$ cat src/rtl/rf_write_scheduler.sv
// rf_write_scheduler
// Shares the single register-file write port among NUM_REQ writeback
// requesters with round-robin valid/ready arbitration, and runs a clear
// sequencer that writes zero to every register, one register per cycle.
// All write-port outputs are registered. Only req_ready is combinational.

module rf_write_scheduler #(
  parameter int DATA_WIDTH    = 32,
  parameter int LOG2_NUM_REGS = 4,
  parameter int NUM_REGS      = 16,
  parameter int NUM_REQ       = 4,
  parameter int LOG2_NUM_REQ  = 2
) (
  input  logic                             clk,
  input  logic                             reset_n,
  input  logic                             clear_req,
  output logic                             clear_busy,
  input  logic [NUM_REQ-1:0]               req_valid,
  output logic [NUM_REQ-1:0]               req_ready,
  input  logic [NUM_REQ*LOG2_NUM_REGS-1:0] req_addr,
  input  logic [NUM_REQ*DATA_WIDTH-1:0]    req_data,
  output logic                             rf_write_en,
  output logic [LOG2_NUM_REGS-1:0]         rf_waddr,
  output logic [DATA_WIDTH-1:0]            rf_wdata,
  output logic [LOG2_NUM_REQ-1:0]          grant_id
);

  typedef enum logic {
    ST_ARB,
    ST_CLEAR
  } state_e;

  state_e                   state_q, state_d;
  logic [LOG2_NUM_REQ-1:0]  rr_ptr_q, rr_ptr_d;
  logic [LOG2_NUM_REGS-1:0] clr_cnt_q, clr_cnt_d;
  logic                     wen_q, wen_d;
  logic [LOG2_NUM_REGS-1:0] waddr_q, waddr_d;
  logic [DATA_WIDTH-1:0]    wdata_q, wdata_d;
  logic [LOG2_NUM_REQ-1:0]  gid_q, gid_d;

  logic                     found;
  logic                     grant;
  logic [LOG2_NUM_REQ-1:0]  winner;
  logic [LOG2_NUM_REQ-1:0]  idx;

  // Round-robin search: first valid requester starting at rr_ptr, wrapping.
  always_comb begin
    found  = 1'b0;
    winner = '0;
    idx    = '0;
    for (int k = 0; k < NUM_REQ; k++) begin
      idx = rr_ptr_q + LOG2_NUM_REQ'(k);
      if (!found && req_valid[idx]) begin
        found  = 1'b1;
        winner = idx;
      end
    end
  end

  // Grant only in ARB with no pending clear; held off entirely during reset.
  always_comb begin
    grant     = reset_n && (state_q == ST_ARB) && !clear_req && found;
    req_ready = grant ? (NUM_REQ'(1) << winner) : '0;
  end

  // Next-state and write-port logic for both the arbiter and the clear sequencer.
  always_comb begin
    state_d   = state_q;
    rr_ptr_d  = rr_ptr_q;
    clr_cnt_d = clr_cnt_q;
    wen_d     = 1'b0;
    waddr_d   = waddr_q;
    wdata_d   = wdata_q;
    gid_d     = gid_q;
    unique case (state_q)
      ST_ARB: begin
        if (clear_req) begin
          state_d   = ST_CLEAR;
          clr_cnt_d = '0;
        end else if (grant) begin
          wen_d    = 1'b1;
          waddr_d  = req_addr[winner*LOG2_NUM_REGS +: LOG2_NUM_REGS];
          wdata_d  = req_data[winner*DATA_WIDTH +: DATA_WIDTH];
          gid_d    = winner;
          rr_ptr_d = winner + LOG2_NUM_REQ'(1);
        end
      end
      ST_CLEAR: begin
        wen_d     = 1'b1;
        waddr_d   = clr_cnt_q;
        wdata_d   = '0;
        gid_d     = '0;
        clr_cnt_d = clr_cnt_q + LOG2_NUM_REGS'(1);
        if (clr_cnt_q == LOG2_NUM_REGS'(NUM_REGS - 1)) begin
          state_d = ST_ARB;
        end
      end
      default: begin
        state_d = ST_ARB;
      end
    endcase
  end

  // State and registered write-port outputs; reset aborts any clear in progress.
  always_ff @(posedge clk or negedge reset_n) begin
    if (!reset_n) begin
      state_q   <= ST_ARB;
      rr_ptr_q  <= '0;
      clr_cnt_q <= '0;
      wen_q     <= 1'b0;
      waddr_q   <= '0;
      wdata_q   <= '0;
      gid_q     <= '0;
    end else begin
      state_q   <= state_d;
      rr_ptr_q  <= rr_ptr_d;
      clr_cnt_q <= clr_cnt_d;
      wen_q     <= wen_d;
      waddr_q   <= waddr_d;
      wdata_q   <= wdata_d;
      gid_q     <= gid_d;
    end
  end

  assign clear_busy  = (state_q == ST_CLEAR);
  assign rf_write_en = wen_q;
  assign rf_waddr    = waddr_q;
  assign rf_wdata    = wdata_q;
  assign grant_id    = gid_q;

endmodule

$ cat config.mk
export PLATFORM = sky130hd
export DESIGN_NAME = rf_write_scheduler
export DESIGN_NICKNAME = d
export VERILOG_FILES = /design/src/rtl/rf_write_scheduler.sv
export SDC_FILE = /design/constraint.sdc
export NUM_CORES = 1
export LEC_CHECK = 0
export CAP_MARGIN = 20
export CELL_PAD_IN_SITES_DETAIL_PLACEMENT = 0
export CELL_PAD_IN_SITES_GLOBAL_PLACEMENT = 1
export CORE_MARGIN = 1
export CORE_UTILIZATION = 27
export DETAILED_ROUTE_END_ITERATION = 10
export PLACE_DENSITY = 0.91
export SKIP_LAST_GASP = 1
export SYNTH_ARGS = -nofsm -noshare
export SYNTH_HDL_FRONTEND = slang
export SYNTH_SLANG_ARGS = --single-unit
$ cat constraint.sdc
create_clock -name clk -period 2.3 [get_ports clk]
set_input_delay 0.46 -clock clk [delete_from_list [all_inputs] [get_ports clk]]
set_output_delay 0.46 -clock clk [all_outputs]
set_load 0.005 [all_outputs]
==> out/results.ini, run 1 <==
[outcome]
status = complete, no violations

[pwr]
max-vdd-ir-drop_mv = 0.439
power_density_nw_per_um2 = 841
finalPower_mw = 4.68
p_leak_nw = 2.40

[logic_synthesis]
yosys_warnings = 0
synth_edf_count = 0
ys.flop_type = dfrtp_1
synth_top_area_frac = 0.371
synthDistinctLibCells = 34
synth_area_leaders = dfrtp_1 37%, mux2i_1 24%, a32o_1 10%
seq_area_frac_synth = 0.371
synth_nets = 455
syn_avg_cell_area_sq_um = 10.4
synthCells = 299
synth-seq-cells = 46
synth_area_leader_cell = dfrtp_1
netlist_area_sq_um = 3100
ys_async_sr_fraction = 1.00

[critical_path]
startpoint_type = register
cp-end-kind = primary output
crit_type = reg2out
cp.arrival_ps = 1820
cp.required_ps = 1840
crit_fanout = 5

[floorplanning]
die_h_microns = 109
core_area_sq_um = 11000
fp-row-count = 38
ios = 195
die_area_sq_um = 11900
die_w_microns = 109
start_util = 0.281

[timing]
tightest_slew_ps = 599
rsz0062_at_grt = true
finalCritPeriodShare = 0.992
slew_headroom = 0.601
fin_hold_ws_ps = 343
hold_viol_final = 0
finClkSkew_ps = 3.46
period_minus_slack_ps = 2280
max_freq_ghz = 0.438
drv_slew = 0
layout_setup_ws_ps = 18.7
finalSetupViolCount = 0

[clock_tree]
ctsHoldBuffers = 0
insertion_delay_ps = 280
clk_pin_slew_ps = 60
clockBufferDepth = 2
cts-root-buf = clkbuf_16
numCtsBuffers = 5
cts_tree = done
htreeDepth = 2
clock-sinks = 46

[finish]
multiInputGateArea_sq_um = 1810
n_antenna_cell = 0
ff_latch_area_sq_um = 1150
synthToLayoutAreaGrowth_pct = 79.5
stdcell_area_sq_um = 5560
final_cells = 650
drive_gt1_frac = 0.143
nFillCells = 1043
nNetsFinal = 666

[routing]
wl_microns = 10300
drc = 0
vias = 3160
via_per_inst = 4.86
dr.pass1.iters = 4
drtIter0Drc = 97
wl_per_cell_microns = 15.8
postRouteAntennaNets = 0

[placement]
placed_area_sq_um = 5200
finalWeightedCongestion = 0.749
io_buffers = 194
hpwl_microns = 7840
dp_slack_ps = -557
place_inst = 632

[grt]
grt_usage = 0.162
grt_pass1_vias = 3203
antenna_found_initial = 0
grt_first_pass_wirelength_microns = 14900
grt_max_degree = 47
grt-ovfl-total = 0

[worst_hold_path]
hp-class = in2async

[flow_run]
max_cap_violations = 0

==> cell usage in the layout, fill, tap and decap left out, types with 2 or more instances in the layout <==
master / Yosys / routed
clkdlybuf4s50_1: 0 / 185
mux2i_1: 75 / 74
nand2_1: 69 / 69
dfrtp_1: 46 / 45
a32o_1: 32 / 32
buf_4: 3 / 27
clkbuf_16: 0 / 7
buf_6: 5 / 5
mux2_2: 4 / 4
a21oi_2: 0 / 3
and2_1: 4 / 3
o21ai_0: 3 / 3
nand2b_1: 3 / 3
o21ai_1: 3 / 3
a22oi_1: 3 / 3
ha_1: 5 / 3
buf_2: 4 / 3
nor2_2: 1 / 2
inv_2: 2 / 2
inv_1: 2 / 2
nor2_4: 0 / 2
nor2_1: 5 / 2
o21ai_2: 2 / 2
ha_4: 0 / 2
clkdlybuf4s15_2: 0 / 2
clkbuf_2: 0 / 2
==> synth_stat cells (3+ instances only) <==
| master | count |
|---|---|
| clkbuf_1 | 4 |
| and2_1 | 4 |
| dfrtp_1 | 46 |
| nand2b_1 | 3 |
| a22oi_1 | 3 |
| nor2_1 | 5 |
| a32o_1 | 32 |
| buf_6 | 5 |
| buf_8 | 6 |
| mux2_2 | 4 |
| buf_2 | 4 |
| o21ai_1 | 3 |
| nand2_1 | 69 |
| buf_4 | 3 |
| a21oi_1 | 4 |
| ha_1 | 5 |
| mux2i_1 | 75 |
| o21ai_0 | 3 |
==> power by group <==
| part | switching (mW) | leakage [nW] | internal [mW] |
|---|---|---|---|
| sequential | 0.166 | 0.607 | 1.04 |
| combinational | 1.18 | 1.71 | 1.47 |
| clock | 0.290 | 0.0829 | 0.536 |
| total | 1.63 | 2.40 | 3.04 |
==> worst max-delay path, stage by stage, from the launching register on <==
cell and delay (ps):
dfrtp_2 420, mux2i_1 240, nor2_2 70, nor3_4 230
buf_6 130, buf_4 120, ha_4 130, and2_4 130
buf_6 80
==> registers in the layout (all words and copies together) (netlist names) <==
signal	count
rr_ptr_q	2
clr_cnt_q	4
grant_id	2
clear_busy	1
rf_waddr	4
rf_write_en	1
rf_wdata	32
==> repair_timing <==
action | 4_1_cts | 5_1_grt
pin swaps | 7 | 4
buffers inserted | 7 | 3
gates cloned | 0 | 2
endpoints found under the setup margin | 28 | 24
hold endpoints to repair | 0 | 0
gates resized for setup | 28 | 18
==> layer usage <==
metal  GRT usage  wire, microns
met5           0              0
met4      0.0473            154
met3      0.0520            964
met2       0.299           5240
met1       0.174           3910
==> cell type report <==
type	count	share of cell area
repair buffers	228	0.403
multi-input cells	225	0.325
flip-flops and latches	46	0.207
well taps	140	0.0315
clock buffers	6	0.0250
clock inverters	1	0.00540
inverters	4	0.00270
==> final timing paths <==
check	from	endpoint	slack, ps	cells after the start
worst min register to register	rf_wdata[5]	rf_wdata[5]	490	1
worst min-delay path	reset_n	rf_waddr[0]	340	2
worst max-delay path	rr_ptr_q[1]	req_ready[1]	20	8
min in group clk	rf_wdata[5]	rf_wdata[5]	490	1
worst max register to register	rr_ptr_q[1]	rf_wdata[31]	120	9
max in group asynchronous	reset_n	rr_ptr_q[1]	1530	2
==> logic make-up (layout without fill, tap and decap cells) <==
logic type / count (synthesis) / after routing / synth area share
muxes: 79 / 79 / 0.257
DFF: 46 / 46 / 0.371
xor gates and xnor gates: 1 / 1 / 0.00283
AOI/OAI and AO/OA: 52 / 52 / 0.151
buffers and inverters: 28 / 239 / 0.0755
adders and majority gates: 5 / 5 / 0.0202
and+or+nand+nor: 88 / 88 / 0.122
==> metrics by stage <==
stage | setup TNS, ps | util
2_1_floorplan | 0 | -
3_3_place_gp | -11000 | 0.472
3_5_place_dp | -13190 | 0.472
4_1_cts | -4.09 | 0.493
5_1_grt | -202 | 0.504
6_report | 0 | 0.504
Power figures use the tool's default switching activity.
==> run 2, diff against run 1 <==
Settings changed: SKIP_CTS_REPAIR_TIMING from default to 1.
==> out/results.ini, run 2 (synthesized netlist as in run 1, its figures left out) <==
[routing]
drtIter0Drc = 98  ; was 97
wl_microns = 9980  ; was 10300 microns
postRouteAntennaNets = 0  ; unchanged
vias = 3144  ; was 3160
drc = 0  ; unchanged
wl_per_cell_microns = 15.5  ; was 15.8 microns
via_per_inst = 4.89  ; was 4.86
dr.pass1.iters = 4  ; unchanged

[placement]
io_buffers = 194  ; unchanged
dp_slack_ps = -557  ; unchanged
finalWeightedCongestion = 0.749  ; unchanged
hpwl_microns = 7840  ; unchanged
placed_area_sq_um = 5200  ; unchanged

[finish]
largest_reg_flops = 32  ; unchanged
synthToLayoutAreaGrowth_pct = 76.1  ; was 79.5%
final_common_cell = clkdlybuf4s50_1  ; unchanged
drive_gt1_frac = 0.109  ; was 0.143
n_antenna_cell = 0  ; unchanged
stdcell_area_sq_um = 5460  ; was 5560 sq um
nNetsFinal = 659  ; was 666
most-common-layout-cells = 185 x clkdlybuf4s50_1, 75 x mux2i_1, 68 x nand2_1, 45 x dfrtp_1, 32 x a32o_1  ; was 185 x clkdlybuf4s50_1, 74 x mux2i_1, 69 x nand2_1, 45 x dfrtp_1, 32 x a32o_1
nFillCells = 1041  ; was 1043

[clock_tree]
numCtsBuffers = 5  ; unchanged
clk_pin_slew_ps = 60  ; about the same
cts-root-buf = clkbuf_16  ; unchanged
cts_tree = done  ; unchanged
clockBufferDepth = 2  ; unchanged
htreeDepth = 2  ; unchanged
insertion_delay_ps = 280  ; about the same
clock-sinks = 46  ; unchanged

[timing]
finalCritPeriodShare = 1.03  ; was 0.992
layout_setup_ws_ps = -68.3  ; was 18.7 ps
drv_slew = 0  ; unchanged
finalSetupViolCount = 1  ; was 0
finClkSkew_ps = 4.39  ; was 3.46 ps
tightest_slew_ps = 599  ; about the same
max_freq_ghz = 0.422  ; was 0.438 GHz
period_minus_slack_ps = 2370  ; was 2280 ps
slew_headroom = 0.600  ; was 0.601
rsz0062_at_grt = true  ; unchanged
hold_viol_final = 0  ; unchanged

[floorplanning]
die_w_microns = 109  ; unchanged
die_h_microns = 109  ; unchanged
ios = 195  ; unchanged
die_area_sq_um = 11900  ; unchanged
start_util = 0.281  ; unchanged
core_area_sq_um = 11000  ; unchanged
fp-row-count = 38  ; unchanged

[grt]
grt_max_degree = 47  ; unchanged
grt_pass1_vias = 3173  ; was 3203
antenna_found_initial = 0  ; unchanged
grt-ovfl-total = 0  ; unchanged
grt_first_pass_wirelength_microns = 14700  ; was 14900 microns
grt_usage = 0.160  ; was 0.162

[critical_path]
startpoint_type = register  ; unchanged
cp-end-kind = primary output  ; unchanged
crit_buf_inv = 3  ; unchanged
cp.required_ps = 1840  ; about the same
slowest_delay_ps = 400  ; was 420 ps
crit_type = reg2out  ; unchanged
cp_slowest_cell = dfrtp_2  ; unchanged
cpLargestDelayFamily = simple AND/OR/NAND/NOR gates  ; unchanged
cp.arrival_ps = 1910  ; was 1820 ps
crit_fanout = 5  ; unchanged
critical_path.cell_chain = mux2i_1 -> nor2_2 -> nor3_4 -> inv_2 -> buf_4 -> ha_1 -> and2_1 -> dlymetal6s2s_1  ; was mux2i_1 -> nor2_2 -> nor3_4 -> buf_6 -> buf_4 -> ha_4 -> and2_4 -> buf_6

[flow_run]
max_cap_violations = 0  ; unchanged

[worst_hold_path]
hp-class = in2async  ; unchanged

[pwr]
max-vdd-ir-drop_mv = 0.434  ; was 0.439 mV
p_leak_nw = 2.44  ; was 2.40 nW
power_density_nw_per_um2 = 822  ; was 841 nW/um^2

[outcome]
violations = setup timing
status = complete, but fails checks  ; was complete, no violations

-- run 2: cell count changes in the layout (fill, tap and decap cells not counted), sizes merged --
cell | before | now
buf | 36 | 28
clkbuf | 10 | 6
clkdlybuf4s15 | 2 | 0
dlygate4sd2 | 1 | 0
dlymetal6s2s | 0 | 8
-- run 2: where the power goes --
part / switching [mW] / internal (mW) / leakage [nW]
Sequential: 0.163 / 1.04 / 0.607
Combinational: 1.12 / 1.34 / 1.75
Clock: 0.290 / 0.536 / 0.0829
-- run 2: worst register-to-register path, cell delays in order, from the launching register on --
cell and delay [ps]:
dfrtp_1 390, inv_1 80, a21oi_2 180, a2bb2oi_4 240, buf_4 400, buf_4 230, mux2i_1 180, nand2_1 70
a32o_1 260
-- run 2: path summary, 6_finish.rpt --
kind	start	to	slack, ps	cells after the start
min in group clk	rf_wdata[11]	rf_wdata[11]	490	1
max reg2reg	rr_ptr_q[0]	rf_wdata[31]	150	8
min reg2reg	rf_wdata[11]	rf_wdata[11]	490	1
max in group asynchronous	reset_n	rr_ptr_q[1]	1530	2
min	reset_n	rf_waddr[0]	340	2
max	rr_ptr_q[1]	req_ready[2]	-70	8
-- run 2: final cells by class --
type / instances / area [sq um] / area share
multi-input cells: 225 / 1780 / 0.325
repair buffers: 221 / 2170 / 0.398
inverters: 4 / 15.0 / 0.00275
well taps: 140 / 175 / 0.0321
flip-flops and latches: 46 / 1150 / 0.211
clock buffers: 6 / 139 / 0.0254
clock inverters: 1 / 30.0 / 0.00550
-- run 2: metal layers --
metal  vias to the layer above  global-route usage  wire [microns]
met5                         -                   0               0
met4                         0              0.0473             148
met2                       138               0.300            5120
met1                      1503               0.169            3750
li1                       1491                   -               -
met3                        12              0.0520             958
-- run 2: stage by stage --
step           hold slack, ps  cells  power [mW]  TNS (ps)   util
2_1_floorplan             164    299        2.69         0      -
3_3_place_gp              471    632        3.58    -11000  0.472
3_5_place_dp              480    632        3.64    -13190  0.472
4_1_cts                   347    639        4.50     -3340  0.487
5_1_grt                   404    643        4.80      -287  0.495
6_report                  339    643        4.48     -68.3  0.495
